==> config.mk <==
export PLATFORM = sky130hd
export DESIGN_NAME = cpu_clock_control
export DESIGN_NICKNAME = d
export VERILOG_FILES = /design/src/rtl/cpu_clock_control_pkg.sv /design/src/rtl/button_debouncer.sv /design/src/rtl/cpu_clock_control.sv
export SDC_FILE = /design/constraint.sdc
export NUM_CORES = 1
export LEC_CHECK = 0
export ABC_AREA = 1
export ABC_CLOCK_PERIOD_IN_PS = 2300
export CORE_MARGIN = 5
export CORE_UTILIZATION = 50
export DETAILED_ROUTE_END_ITERATION = 12
export PLACE_DENSITY = 0.71
export SLEW_MARGIN = 20
export SYNTH_ARGS = -nofsm -noshare
export SYNTH_HDL_FRONTEND = slang
export SYNTH_SLANG_ARGS = --single-unit
==> constraint.sdc <==
create_clock -name clock_100mhz -period 2.3 [get_ports clock_100mhz]
set_input_delay 0.575 -clock clock_100mhz [delete_from_list [all_inputs] [get_ports clock_100mhz]]
set_output_delay 0.575 -clock clock_100mhz [all_outputs]
set_load 0.02 [all_outputs]
==> src/rtl/cpu_clock_control_pkg.sv <==
// Shared state encoding for the CPU clock controller, also used by
// peripheral_manager to show the current clock mode.
package internal_state;

    typedef enum logic [1:0] {
        CLOCK_HALTED  = 2'd0,
        CLOCK_RUNNING = 2'd1,
        CLOCK_STEP    = 2'd2
    } clock_mode_t;

    localparam int PRESCALER_WIDTH = 33;

    // Ones in bits [rate_select:0]; the pulse fires when all of them are set.
    function automatic logic [PRESCALER_WIDTH-1:0] rate_mask(input logic [4:0] rate_select);
        return (PRESCALER_WIDTH'(2) << rate_select) - PRESCALER_WIDTH'(1);
    endfunction

endpackage

==> src/rtl/button_debouncer.sv <==
// Two-flop synchronizer, counting debouncer and rising-edge detect for one
// raw push button.
module button_debouncer #(
    parameter int DEBOUNCE_CYCLES = 1_000_000
) (
    input  logic clock_100mhz,
    input  logic reset,
    input  logic raw,
    output logic level,
    output logic pressed
);

    localparam int COUNT_WIDTH = $clog2(DEBOUNCE_CYCLES + 1);
    localparam logic [COUNT_WIDTH-1:0] COUNT_LAST = COUNT_WIDTH'(DEBOUNCE_CYCLES - 1);

    logic                   sync_meta;
    logic                   sync_level;
    logic                   level_prev;
    logic [COUNT_WIDTH-1:0] count;

    // The stable level only moves after DEBOUNCE_CYCLES consecutive disagreeing samples.
    always_ff @(posedge clock_100mhz) begin
        if (reset) begin
            sync_meta  <= 1'b0;
            sync_level <= 1'b0;
            level      <= 1'b0;
            level_prev <= 1'b0;
            count      <= '0;
        end else begin
            sync_meta  <= raw;
            sync_level <= sync_meta;
            level_prev <= level;
            if (sync_level == level) begin
                count <= '0;
            end else if (count == COUNT_LAST) begin
                level <= sync_level;
                count <= '0;
            end else begin
                count <= count + 1'b1;
            end
        end
    end

    assign pressed = level & ~level_prev;

endmodule

==> src/rtl/cpu_clock_control.sv <==
// Single-domain CPU clock-enable generator: free-run at a switch-selected
// rate, halt, and single-step from debounced push buttons.
module cpu_clock_control
    import internal_state::*;
#(
    parameter int DEBOUNCE_CYCLES  = 1_000_000,
    parameter int STEP_COUNT_WIDTH = 16
) (
    input  logic                        clock_100mhz,
    input  logic                        reset,
    input  logic [4:0]                  rate_select,
    input  logic                        run_button,
    input  logic                        step_button,
    output logic                        cpu_clock_enable,
    output logic                        running,
    output clock_mode_t                 mode,
    output logic [STEP_COUNT_WIDTH-1:0] step_count
);

    clock_mode_t                state;
    clock_mode_t                next_state;
    logic                       run_event;
    logic                       step_event;
    logic                       unused_run_level;
    logic                       unused_step_level;
    logic                       pulse_due;
    logic                       enable_next;
    logic [PRESCALER_WIDTH-1:0] prescaler;

    button_debouncer #(.DEBOUNCE_CYCLES(DEBOUNCE_CYCLES)) run_debouncer (
        .clock_100mhz (clock_100mhz),
        .reset        (reset),
        .raw          (run_button),
        .level        (unused_run_level),
        .pressed      (run_event)
    );

    button_debouncer #(.DEBOUNCE_CYCLES(DEBOUNCE_CYCLES)) step_debouncer (
        .clock_100mhz (clock_100mhz),
        .reset        (reset),
        .raw          (step_button),
        .level        (unused_step_level),
        .pressed      (step_event)
    );

    always_ff @(posedge clock_100mhz) begin
        if (reset) state <= CLOCK_HALTED;
        else       state <= next_state;
    end

    // Run beats step when both land together; a run press during STEP is dropped.
    always_comb begin
        next_state  = state;
        pulse_due   = ((prescaler & rate_mask(rate_select)) == rate_mask(rate_select));
        unique case (state)
            CLOCK_HALTED: begin
                if (run_event)       next_state = CLOCK_RUNNING;
                else if (step_event) next_state = CLOCK_STEP;
            end
            CLOCK_RUNNING: begin
                if (run_event) next_state = CLOCK_HALTED;
            end
            default: next_state = CLOCK_HALTED;
        endcase
        enable_next = ((state == CLOCK_HALTED) && (next_state == CLOCK_STEP)) ||
                      ((state == CLOCK_RUNNING) && pulse_due && !run_event);
    end

    always_ff @(posedge clock_100mhz) begin
        if (reset) begin
            prescaler        <= '0;
            cpu_clock_enable <= 1'b0;
            running          <= 1'b0;
            step_count       <= '0;
        end else begin
            prescaler        <= ((state == CLOCK_RUNNING) && (next_state == CLOCK_RUNNING)) ?
                                prescaler + 1'b1 : '0;
            cpu_clock_enable <= enable_next;
            running          <= (next_state == CLOCK_RUNNING);
            if (cpu_clock_enable) step_count <= step_count + 1'b1;
        end
    end

    assign mode = state;

endmodule

==> results of run 1 <==
## timing repair
| action | in CTS | in global routing |
|---|---|---|
| buffers inserted | 0 | 1 |
| resized for setup | 7 | 11 |
| setup endpoints to repair | 1 | 5 |
| pin swaps | 1 | 6 |
## power by group
part / switching, mW / internal (mW)
logic: 0.160 / 0.118
registers: 0.00226 / 1.73
clock network: 0.629 / 0.551
## stage by stage
stage | util, % | hold slack, ns | total power, mW | setup TNS [ns] | worst slack, ns
floorplan | - | 0.3883 | 1.954 | 0 | 0.07857
global placement | 58.30 | 0.3904 | 2.051 | -0.3926 | -0.3926
detailed placement | 58.30 | 0.4016 | 2.052 | -0.4401 | -0.4401
CTS | 60.36 | 0.4122 | 3.234 | 0 | 0.008314
global route | 60.69 | 0.4364 | 3.345 | -0.003197 | -0.003197
finish | 60.69 | 0.4105 | 3.195 | 0 | 0.1556
## worst max-delay path, cell delays in order
cell and delay [ns]:
clkdlybuf4s50_1 0.42, nor2_1 0.18, nand3_1 0.24, nor2_1 0.16, nand2_1 0.06, nor2_1 0.08, nand3_1 0.07, nor2_1 0.13
nand3_1 0.11, nor2_1 0.12, nand3_1 0.08, nor2_1 0.10, nand3_1 0.08, nand2_1 0.06
## layout make-up
type,count,area (sq um),area share (%)
multi-input combinational,577,2960,45.20
sequential,100,2002,30.56
timing repair buffer,87,723.2,11.04
inverter,128,480.5,7.335
tap,140,175.2,2.674
clock buffer,11,141.4,2.159
clock inverter,5,67.56,1.032
## path summary, 6_finish.rpt
path                                start                        to  slack (ns)  cells past startpoint
setup / recovery                    reset          cpu_clock_enable        0.16                     14
hold / removal    run_debouncer.sync_meta  run_debouncer.sync_level        0.41                      2
setup reg to reg             prescaler[0]             prescaler[28]        0.21                     12
hold reg to reg   run_debouncer.sync_meta  run_debouncer.sync_level        0.41                      2
## sequential cells by signal, indices dropped and copies added, names as in the netlist
register                   count
cpu_clock_enable               1
mode                           2
prescaler                     32
run_debouncer.count           20
run_debouncer.level            1
run_debouncer.level_prev       1
run_debouncer.sync_level       1
run_debouncer.sync_meta        1
running                        1
step_count                    16
step_debouncer.count          20
step_debouncer.level           1
step_debouncer.level_prev      1
step_debouncer.sync_level      1
step_debouncer.sync_meta       1
## routing by layer
| metal | global-route usage (%) | vias up |
|---|---|---|
| li1 | - | 2839 |
| met1 | 26.20 | 2424 |
| met2 | 36.09 | 105 |
| met3 | 2.537 | 20 |
| met4 | 7.668 | 0 |
| met5 | 0 | - |
## cells by family (layout without fill, tap and decap cells)
kind of cell | Yosys count | in the layout | share of synthesized area (%)
and+or+nand+nor | 452 | 452 | 39.15
xor gates and xnor gates | 17 | 17 | 2.716
AOI/OAI and AO/OA | 103 | 103 | 10.25
buffers and inverters | 141 | 231 | 10.23
DFF | 100 | 100 | 36.52
adders and majority gates | 5 | 5 | 1.141
## cells in the final DEF, fill, tap and decap left out, types with 3 or more instances in the layout
cell type        count
nand4_1             22
inv_1              123
nand2_1            145
nor2_1             112
nor2_2              14
inv_2                5
dfxtp_1            100
nand3_2              8
nor3_1              34
a21oi_1             53
buf_4               59
a211oi_1             4
clkdlybuf4s50_1     23
ha_1                 3
xor2_1              10
nand3_1             69
nand2_2              6
nor2_4               4
o21bai_1             3
nor4_1              15
a31oi_1              3
nor3_2               4
o21ai_0             31
clkbuf_8            10
xnor2_1              7
nor3b_1              7
o21a_1               6
==> out/qor.yml, run 1 <==
outcome:
  status: "complete, no violations"
clock_tree:
  h-tree-depth: 3
  clockBufferDepth: 2
  hold_buffers: 0
  clk_latency_ns: 0.37
  clockRootBuffer: "clkbuf_8"
  clock_sinks: 100
  cts_tree: "built"
  clk_pin_slew_worst_paths_ns: 0.10
  cts_buffers: 9
routing:
  drtAntennaViolNets: 0
  top_layer_used: "met4"
  viasPerCell: 5.141
  wl_per_cell_um: 12.22
  wl_met3_um: 475
  vias: 5388
  drc: 0
  wirelength_mm: 12.81
  drt_pre_antenna_iters: 6
  drt-met1-wl_mm: 6.019
  met2_length_mm: 6.072
  drtIter0Drc: 439
sta:
  drv_slew: 0
  fmax_mhz: 466.3
  rsz0062_at_grt: "true"
  setup_viol: 0
  hold_viol: 0
  slew_headroom_pct: 66.44
  finClkSkew_ns: 0.01584
  tightestPinTransition_ns: 0.4988
  timing.final.crit_share_pct: 93.23
  finalCriticalPeriod_ns: 2.144
logic_synthesis:
  syn-mean-instance-area_sq_um: 6.701
  synth_top_area_share_pct: 36.52
  synth_flop_cell: "dfxtp_1"
  synth.most_common_cell: "nand2_1"
  async_flop_share_pct: 0
  yosysUniqueCellTypes: 38
  synth-seq-cells: 100
  ys_warn_count: 0
  yosysTopAreaCell: "dfxtp_1"
  synth_nets: 832
  synth_commonest_cells: "145 x nand2_1, 123 x inv_1, 112 x nor2_1, 100 x dfxtp_1, 71 x nand3_1"
  synthTopCellsByArea: "dfxtp_1 37%, nand2_1 9.9%, inv_1 8.4%"
  postSynthCellCount: 818
  synth_edf_count: 0
  ys_seq_area_share_pct: 36.52
  synthesis.area_sq_um: 5482
final_layout:
  area_growth_pct: 19.49
  drive_gt1_share_pct: 13.99
  stdcell_count: 1048
  n_antenna_cell: 0
  nNetsFinal: 917
  nFillCells: 1016
  stdcell_area_sq_um: 6550
global_routing:
  grt_max_degree: 19
  grt_pass1_wl_mm: 22.71
  antenna_found_initial: 0
  first_global_vias: 5228
  grt_overflow: 0
  grt_usage_pct: 20.70
placement:
  dp.cells: 1031
  port-buffer-count: 28
  dpl.hpwl_mm: 10.35
  dpl-instance-area_sq_um: 6292
  gp_congestion: 0.9092
floorplan:
  die_y_um: 114.7
  start_util_pct: 50.79
  io_pins: 29
  core_sq_um: 10790
  die_area_sq_um: 13160
  rows: 38
  die_x_um: 114.7
power_and_ir_drop:
  leakage_nw: 2.617
  ir_drop_mv: 0.3559
  p_per_area_nw_per_um2: 487.8
worst_setup_path:
  crit_arrival_ns: 2.45
  crit_fanout: 2
  critPathLaunchType: "primary input"
  critPathCaptureType: "flip-flop"
  crit_type: "in -> reg"
  crit_required_ns: 2.61
min_path:
  hp-class: "reg -> reg"
flow_run:
  cap_violations: 0
Note: power is estimated with default switching activity, not from simulation.
==> run 2, diff against run 1 <==
--- a/config.mk
+++ b/config.mk
@@ -9,9 +9,12 @@
 export ABC_CLOCK_PERIOD_IN_PS = 2300
 export CORE_MARGIN = 5
 export CORE_UTILIZATION = 50
+export CTS_CLUSTER_DIAMETER = 100
 export DETAILED_ROUTE_END_ITERATION = 12
 export PLACE_DENSITY = 0.71
+export SKIP_LAST_GASP = 1
 export SLEW_MARGIN = 20
 export SYNTH_ARGS = -nofsm -noshare
 export SYNTH_HDL_FRONTEND = slang
+export SYNTH_HIERARCHICAL = 1
 export SYNTH_SLANG_ARGS = --single-unit
==> out/qor.yml, run 2 <==
outcome:
  status: "complete, no violations"  # unchanged
worst_setup_path:
  crit_required_ns: 1.73  # was 2.61 ns
  crit_type: "reg -> out"  # was in -> reg
  critical_path.startpoint: "cpu_clock_enable"  # was reset
  crit_arrival_ns: 1.55  # was 2.45 ns
  critPathCaptureType: "output port"  # was flip-flop
  crit-reg2reg-launch: "prescaler[0]"  # unchanged
  crit_fanout: 6  # was 2
  critPathLaunchType: "flip-flop"  # was primary input
sta:
  slew_headroom_pct: 77.83  # was 66.44%
  drv_slew: 0  # unchanged
  rsz0062_at_grt: "true"  # unchanged
  fmax_mhz: 471.2  # was 466.3 MHz
  hold_viol: 0  # unchanged
  setup_viol: 0  # unchanged
  tightestPinTransition_ns: 0.3298  # was 0.4988 ns
  fin_ws_ns: 0.1776  # was 0.1556 ns
  finalSetupTns_ns: 0  # unchanged
  finClkSkew_ns: 0.01055  # was 0.01584 ns
  holdWs_ns: 0.4055  # was 0.4105 ns
  timing.final.crit_share_pct: 92.28  # was 93.23%
  finalCriticalPeriod_ns: 2.122  # was 2.144 ns
logic_synthesis:
  synth-xor-area-share_pct: 2.122  # was 2.716%
  yosys.area_share.simple_pct: 42.98  # was 39.15%
  synth_compound_area_share_pct: 10.13  # was 10.25%
  synth_fa_ha_area_share_pct: 1.083  # was 1.141%
  ys_seq_area_share_pct: 34.65  # was 36.52%
  synth_top_area_share_pct: 34.65  # was 36.52%
  synth_nets: 881  # was 832
  yosysTopAreaCell: "dfxtp_1"  # unchanged
  synthesis.area_sq_um: 5778  # was 5482 sq um
  yosysUniqueCellTypes: 41  # was 38
  synthTopCellsByArea: "dfxtp_1 35%, nand2_1 11%, nor2_1 9.4%"  # was dfxtp_1 37%, nand2_1 9.9%, inv_1 8.4%
  synth-seq-cells: 100  # unchanged
  async_flop_share_pct: 0  # unchanged
  synth.most_common_cell: "nand2_1"  # unchanged
  synth_top_family_by_area: "simple AND/OR/NAND/NOR gates"  # unchanged
  syn-mean-instance-area_sq_um: 6.664  # was 6.701 sq um
  synth_commonest_cells: "171 x nand2_1, 144 x nor2_1, 106 x inv_1, 100 x dfxtp_1, 62 x nand3_1"  # was 145 x nand2_1, 123 x inv_1, 112 x nor2_1, 100 x dfxtp_1, 71 x nand3_1
  synth_flop_cell: "dfxtp_1"  # unchanged
  postSynthCellCount: 867  # was 818
  ys_warn_count: 6  # was 0
  synth_edf_count: 0  # unchanged
  synth.area.mux_share_pct: 0  # unchanged
clock_tree:
  clk_pin_slew_worst_paths_ns: 0.06  # was 0.10 ns
  clk_latency_ns: 0.35  # was 0.37 ns
  clockRootBuffer: "clkbuf_16"  # was clkbuf_8
  clockBufferDepth: 2  # unchanged
  h-tree-depth: 3  # unchanged
  cts_tree: "built"  # unchanged
  cts_buffers: 9  # unchanged
  hold_buffers: 0  # unchanged
  clock_sinks: 100  # unchanged
placement:
  dpl.hpwl_mm: 10.17  # was 10.35 mm
  gp_congestion: 0.9010  # was 0.9092
  port-buffer-count: 28  # unchanged
  dpl-instance-area_sq_um: 6591  # was 6292 sq um
  dp.cells: 1086  # was 1031
  place_ws_ns: -0.4918  # was -0.4401 ns
flow_run:
  cap_violations: 0  # unchanged
global_routing:
  grt_overflow: 0  # unchanged
  grt_pass1_wl_mm: 22.92  # was 22.71 mm
  antenna_found_initial: 0  # unchanged
  use_met1_pct: 24.18  # was 26.20%
  busiest_layer: "met2"  # unchanged
  first_global_vias: 5256  # was 5228
  grt_max_degree: 19  # unchanged
  grt_usage_pct: 19.30  # was 20.70%
  met3_usage_pct: 3.748  # was 2.537%
  met2_usage_pct: 33.45  # was 36.09%
final_layout:
  nFillCells: 1115  # was 1016
  drive_gt1_share_pct: 19.09  # was 13.99%
  multi_input_area_sq_um: 3309  # was 2960 sq um
  largest_reg_flops: 32  # unchanged
  stdcell_count: 1107  # was 1048
  final_util_pct: 61.55  # was 60.69%
  area_growth_pct: 21.11  # was 19.49%
  nNetsFinal: 974  # was 917
  reg.largest.list: "prescaler x32, run_debouncer/count x20, step_debouncer/count x20"  # was prescaler x32, run_debouncer.count x20, step_debouncer.count x20
  n_antenna_cell: 0  # unchanged
  layout_commonest_cell: "nand2_1"  # unchanged
  regArea_sq_um: 2004  # was 2002 sq um
  layout_common_cells: "168 x nand2_1, 142 x nor2_1, 105 x inv_1, 98 x dfxtp_1, 62 x buf_4"  # was 145 x nand2_1, 123 x inv_1, 112 x nor2_1, 100 x dfxtp_1, 69 x nand3_1
  stdcell_area_sq_um: 6998  # was 6550 sq um
  top_register: "prescaler"  # unchanged
routing:
  drc: 0  # unchanged
  drtAntennaViolNets: 0  # unchanged
  wl_per_cell_um: 11.82  # was 12.22 um
  drt_pre_antenna_iters: 4  # was 6
  viasPerCell: 5.001  # was 5.141
  wirelength_mm: 13.08  # was 12.81 mm
  drtIter0Drc: 309  # was 439
  vias: 5536  # was 5388
floorplan:
  start_util_pct: 50.82  # was 50.79%
  io_pins: 29  # unchanged
  die_y_um: 117.5  # was 114.7 um
  core_sq_um: 11370  # was 10790 sq um
  die_x_um: 117.5  # was 114.7 um
  rows: 39  # was 38
  die_area_sq_um: 13810  # was 13160 sq um
power_and_ir_drop:
  power_mw: 3.575  # was 3.195 mW
  leakage_nw: 2.601  # was 2.617 nW
  ir_drop_mv: 0.6856  # was 0.3559 mV
  p_per_area_nw_per_um2: 510.8  # was 487.8 nW/um^2
min_path:
  worstHoldStart: "step_debouncer/sync_meta"  # was run_debouncer.sync_meta
  hp-class: "reg -> reg"  # unchanged
## run 2: cell count changes after synthesis, moves of 5 or more
cell,delta
nor2_1,+32
nor2_2,+23
nand3_1,-9
nor2_4,+7
nand2_1,+26
a21oi_1,-5
nand2_2,+7
inv_2,+5
a21oi_2,+5
nor4_1,-15
nor3_1,-15
inv_1,-17
## run 2: final timing paths
check	to	slack [ns]	cells after the start
worst max-delay path	cpu_clock_enable	0.18	2
worst min-delay path	step_debouncer/sync_level	0.41	2
worst max register to register	prescaler[22]	0.21	14
worst min register to register	step_debouncer/sync_level	0.41	2
## run 2: final cells by class
class                      instances  share of cell area, %
inverter                         118                  6.329
sequential                       100                  28.64
clock buffer                      12                  3.808
tap                              143                  2.557
timing repair buffer              90                  10.73
multi-input combinational        641                  47.29
clock inverter                     3                 0.6437
## run 2: power breakdown
part / switching [mW] / leakage (nW) / internal, mW
registers: 0.00276 / 0.807 / 1.74
clock network: 0.640 / 0.147 / 0.926
logic: 0.161 / 1.65 / 0.110
total: 0.803 / 2.60 / 2.77
## run 2: critical path, stage by stage, from the launching register on
cell,delay [ns]
dfxtp_1,0.44
buf_4,0.16
clkdlybuf4s50_1,0.60
## run 2: cells by family after synthesis
family | count (synthesis)
AND/OR/NAND/NOR | 518
buffers and inverters | 126
AO/OA/AOI/OAI | 104
flip-flops | 100
XOR/XNOR | 14
adder cells (fa/ha/maj) | 5
## run 2: per-layer routing
layer	vias up	share of wire [%]
li1	2976	-
met1	2472	46
met2	69	49
met3	19	3.2
met4	0	1.9
met5	-	0
## run 2: timing repair
| item | in CTS | in global routing |
|---|---|---|
| pin swaps | 4 | 17 |
| resized for setup | 6 | 23 |
| hold endpoints to repair | 0 | 0 |
| buffers inserted | 0 | 6 |
| setup endpoints to repair | 1 | 7 |
==> run 3, diff against run 2 <==
--- a/config.mk
+++ b/config.mk
@@ -18,3 +18,4 @@
 export SYNTH_HDL_FRONTEND = slang
 export SYNTH_HIERARCHICAL = 1
 export SYNTH_SLANG_ARGS = --single-unit
+export TNS_END_PERCENT = 10
==> out/qor.yml, run 3 (same netlist as run 2, synthesis figures left out) <==
worst_setup_path:
  crit_required_ns: 1.73  # about the same
  cp_slowest_stage_delay_ns: 0.60  # about the same
  crit-reg2reg-launch: "prescaler[0]"  # unchanged
  crit_chain: "buf_4, clkdlybuf4s50_1"  # unchanged
  r2r_slack_ns: 0.23  # was 0.21 ns
  r2r-end: "prescaler[30]"  # was prescaler[22]
  crit_arrival_ns: 1.55  # about the same
  crit_fanout: 6  # unchanged
  reg2regPathDepth: 15  # was 14
  critPathLaunchType: "flip-flop"  # unchanged
  slowest_stage: "clkdlybuf4s50_1"  # unchanged
  critPathCaptureType: "output port"  # unchanged
  crit_type: "reg -> out"  # unchanged
clock_tree:
  h-tree-depth: 3  # unchanged
  clock_sinks: 100  # unchanged
  clockBufferDepth: 2  # unchanged
  cts_buffers: 9  # unchanged
  clockRootBuffer: "clkbuf_16"  # unchanged
  hold_buffers: 0  # unchanged
  clk_pin_slew_worst_paths_ns: 0.06  # about the same
  cts_tree: "built"  # unchanged
  clk_latency_ns: 0.35  # about the same
placement:
  place_ws_ns: -0.4918  # unchanged
  dp.cells: 1086  # unchanged
  port-buffer-count: 28  # unchanged
  dpl-instance-area_sq_um: 6591  # unchanged
  gp_congestion: 0.9010  # unchanged
  dpl.hpwl_mm: 10.17  # unchanged
min_path:
  min_to: "step_debouncer/sync_level"  # unchanged
  hp-class: "reg -> reg"  # unchanged
  hold_depth: 2  # unchanged
  worstHoldStart: "step_debouncer/sync_meta"  # unchanged
final_layout:
  n_antenna_cell: 0  # unchanged
  layout_common_cells: "169 x nand2_1, 142 x nor2_1, 105 x inv_1, 98 x dfxtp_1"  # was 168 x nand2_1, 142 x nor2_1, 105 x inv_1, 98 x dfxtp_1, 62 x buf_4
  stdcell_count: 1105  # was 1107
  nNetsFinal: 972  # was 974
  stdcell_area_sq_um: 6953  # was 6998 sq um
  layout_commonest_cell: "nand2_1"  # unchanged
  top_register: "prescaler"  # unchanged
  drive_gt1_share_pct: 18.71  # was 19.09%
  final_util_pct: 61.15  # was 61.55%
  reg.largest.list: "prescaler x32, run_debouncer/count x20, step_debouncer/count x20"  # unchanged
  largest_reg_flops: 32  # unchanged
  area_growth_pct: 20.33  # was 21.11%
floorplan:
  rows: 39  # unchanged
  io_pins: 29  # unchanged
  die_y_um: 117.5  # unchanged
  die_area_sq_um: 13810  # unchanged
  core_sq_um: 11370  # unchanged
  start_util_pct: 50.82  # unchanged
  die_x_um: 117.5  # unchanged
global_routing:
  antenna_found_initial: 0  # unchanged
  grt_overflow: 0  # unchanged
  first_global_vias: 5256  # unchanged
  grt_pass1_wl_mm: 22.92  # unchanged
  grt_usage_pct: 19.30  # unchanged
  grt_max_degree: 19  # unchanged
outcome:
  status: "complete, no violations"  # unchanged
routing:
  vias: 5535  # was 5536
  drt_pre_antenna_iters: 5  # was 4
  wirelength_mm: 13.05  # was 13.08 mm
  drc: 0  # unchanged
  viasPerCell: 5.009  # was 5.001
  wl_per_cell_um: 11.81  # was 11.82 um
  drtAntennaViolNets: 0  # unchanged
  drtIter0Drc: 311  # was 309
sta:
  holdWs_ns: 0.4055  # about the same
  hold_viol: 0  # unchanged
  finalCriticalPeriod_ns: 2.122  # about the same
  slew_headroom_pct: 77.29  # was 77.83%
  rsz0062_at_grt: "true"  # unchanged
  finalSetupTns_ns: 0  # unchanged
  tightestPinTransition_ns: 0.3378  # was 0.3298 ns
  setup_viol: 0  # unchanged
  timing.final.crit_share_pct: 92.25  # was 92.28%
  drv_slew: 0  # unchanged
  finClkSkew_ns: 0.01012  # was 0.01055 ns
  fmax_mhz: 471.3  # was 471.2 MHz
  fin_ws_ns: 0.1781  # was 0.1776 ns
power_and_ir_drop:
  ir_drop_mv: 0.6856  # about the same
  p_per_area_nw_per_um2: 513.8  # was 510.8 nW/um^2
  power_mw: 3.573  # was 3.575 mW
  leakage_nw: 2.560  # was 2.601 nW
flow_run:
  cap_violations: 0  # unchanged
-- run 3: changes by cell type in the layout (fill, tap and decap cells not counted), sizes merged --
cell	before	now
buf	63	61
-- run 3: worst max-delay path by stage --
stage	from	endpoint	slack, ns	depth (start not counted)
6_report	cpu_clock_enable	cpu_clock_enable	0.18	2
5_1_grt	rate_select[0]	cpu_clock_enable	-0.04	18
3_3_place_gp	rate_select[1]	cpu_clock_enable	-0.48	18
3_5_place_dp	rate_select[1]	cpu_clock_enable	-0.49	18
2_1_floorplan	rate_select[1]	cpu_clock_enable	0.15	17
4_1_cts	rate_select[4]	cpu_clock_enable	0.02	16
-- run 3: what timing repair did --
item	CTS	global route
pin swaps	4	14
buffers inserted	0	4
setup endpoints to repair	1	7
gates resized for setup	6	17
-- run 3: power breakdown --
group / internal [mW] / switching (mW)
Clock: 0.926 / 0.637
Combinational: 0.110 / 0.161
Sequential: 1.74 / 0.00275
-- run 3: final cells by class --
type                       instances  area [sq um]
clock inverter                     3         45.04
timing repair buffer              88         735.7
clock buffer                      12         266.5
sequential                       100          2004
multi-input combinational        641          3279
tap                              143         178.9
inverter                         118         442.9
fill                            1118          4417
-- run 3: per-layer routing --
layer / up-vias / global-route usage [%] / share of wire, %
met4: 0 / 5.950 / 1.9
met2: 68 / 33.45 / 49
li1: 2971 / - / -
met3: 19 / 3.748 / 3.2
met5: - / 0 / 0
met1: 2477 / 24.18 / 46
-- run 3: critical path: cells and delay by family, from the launching register on --
kind / cells / cell delay [ns]
buffers and inverters: 2 / 0.76
flip-flops: 1 / 0.44
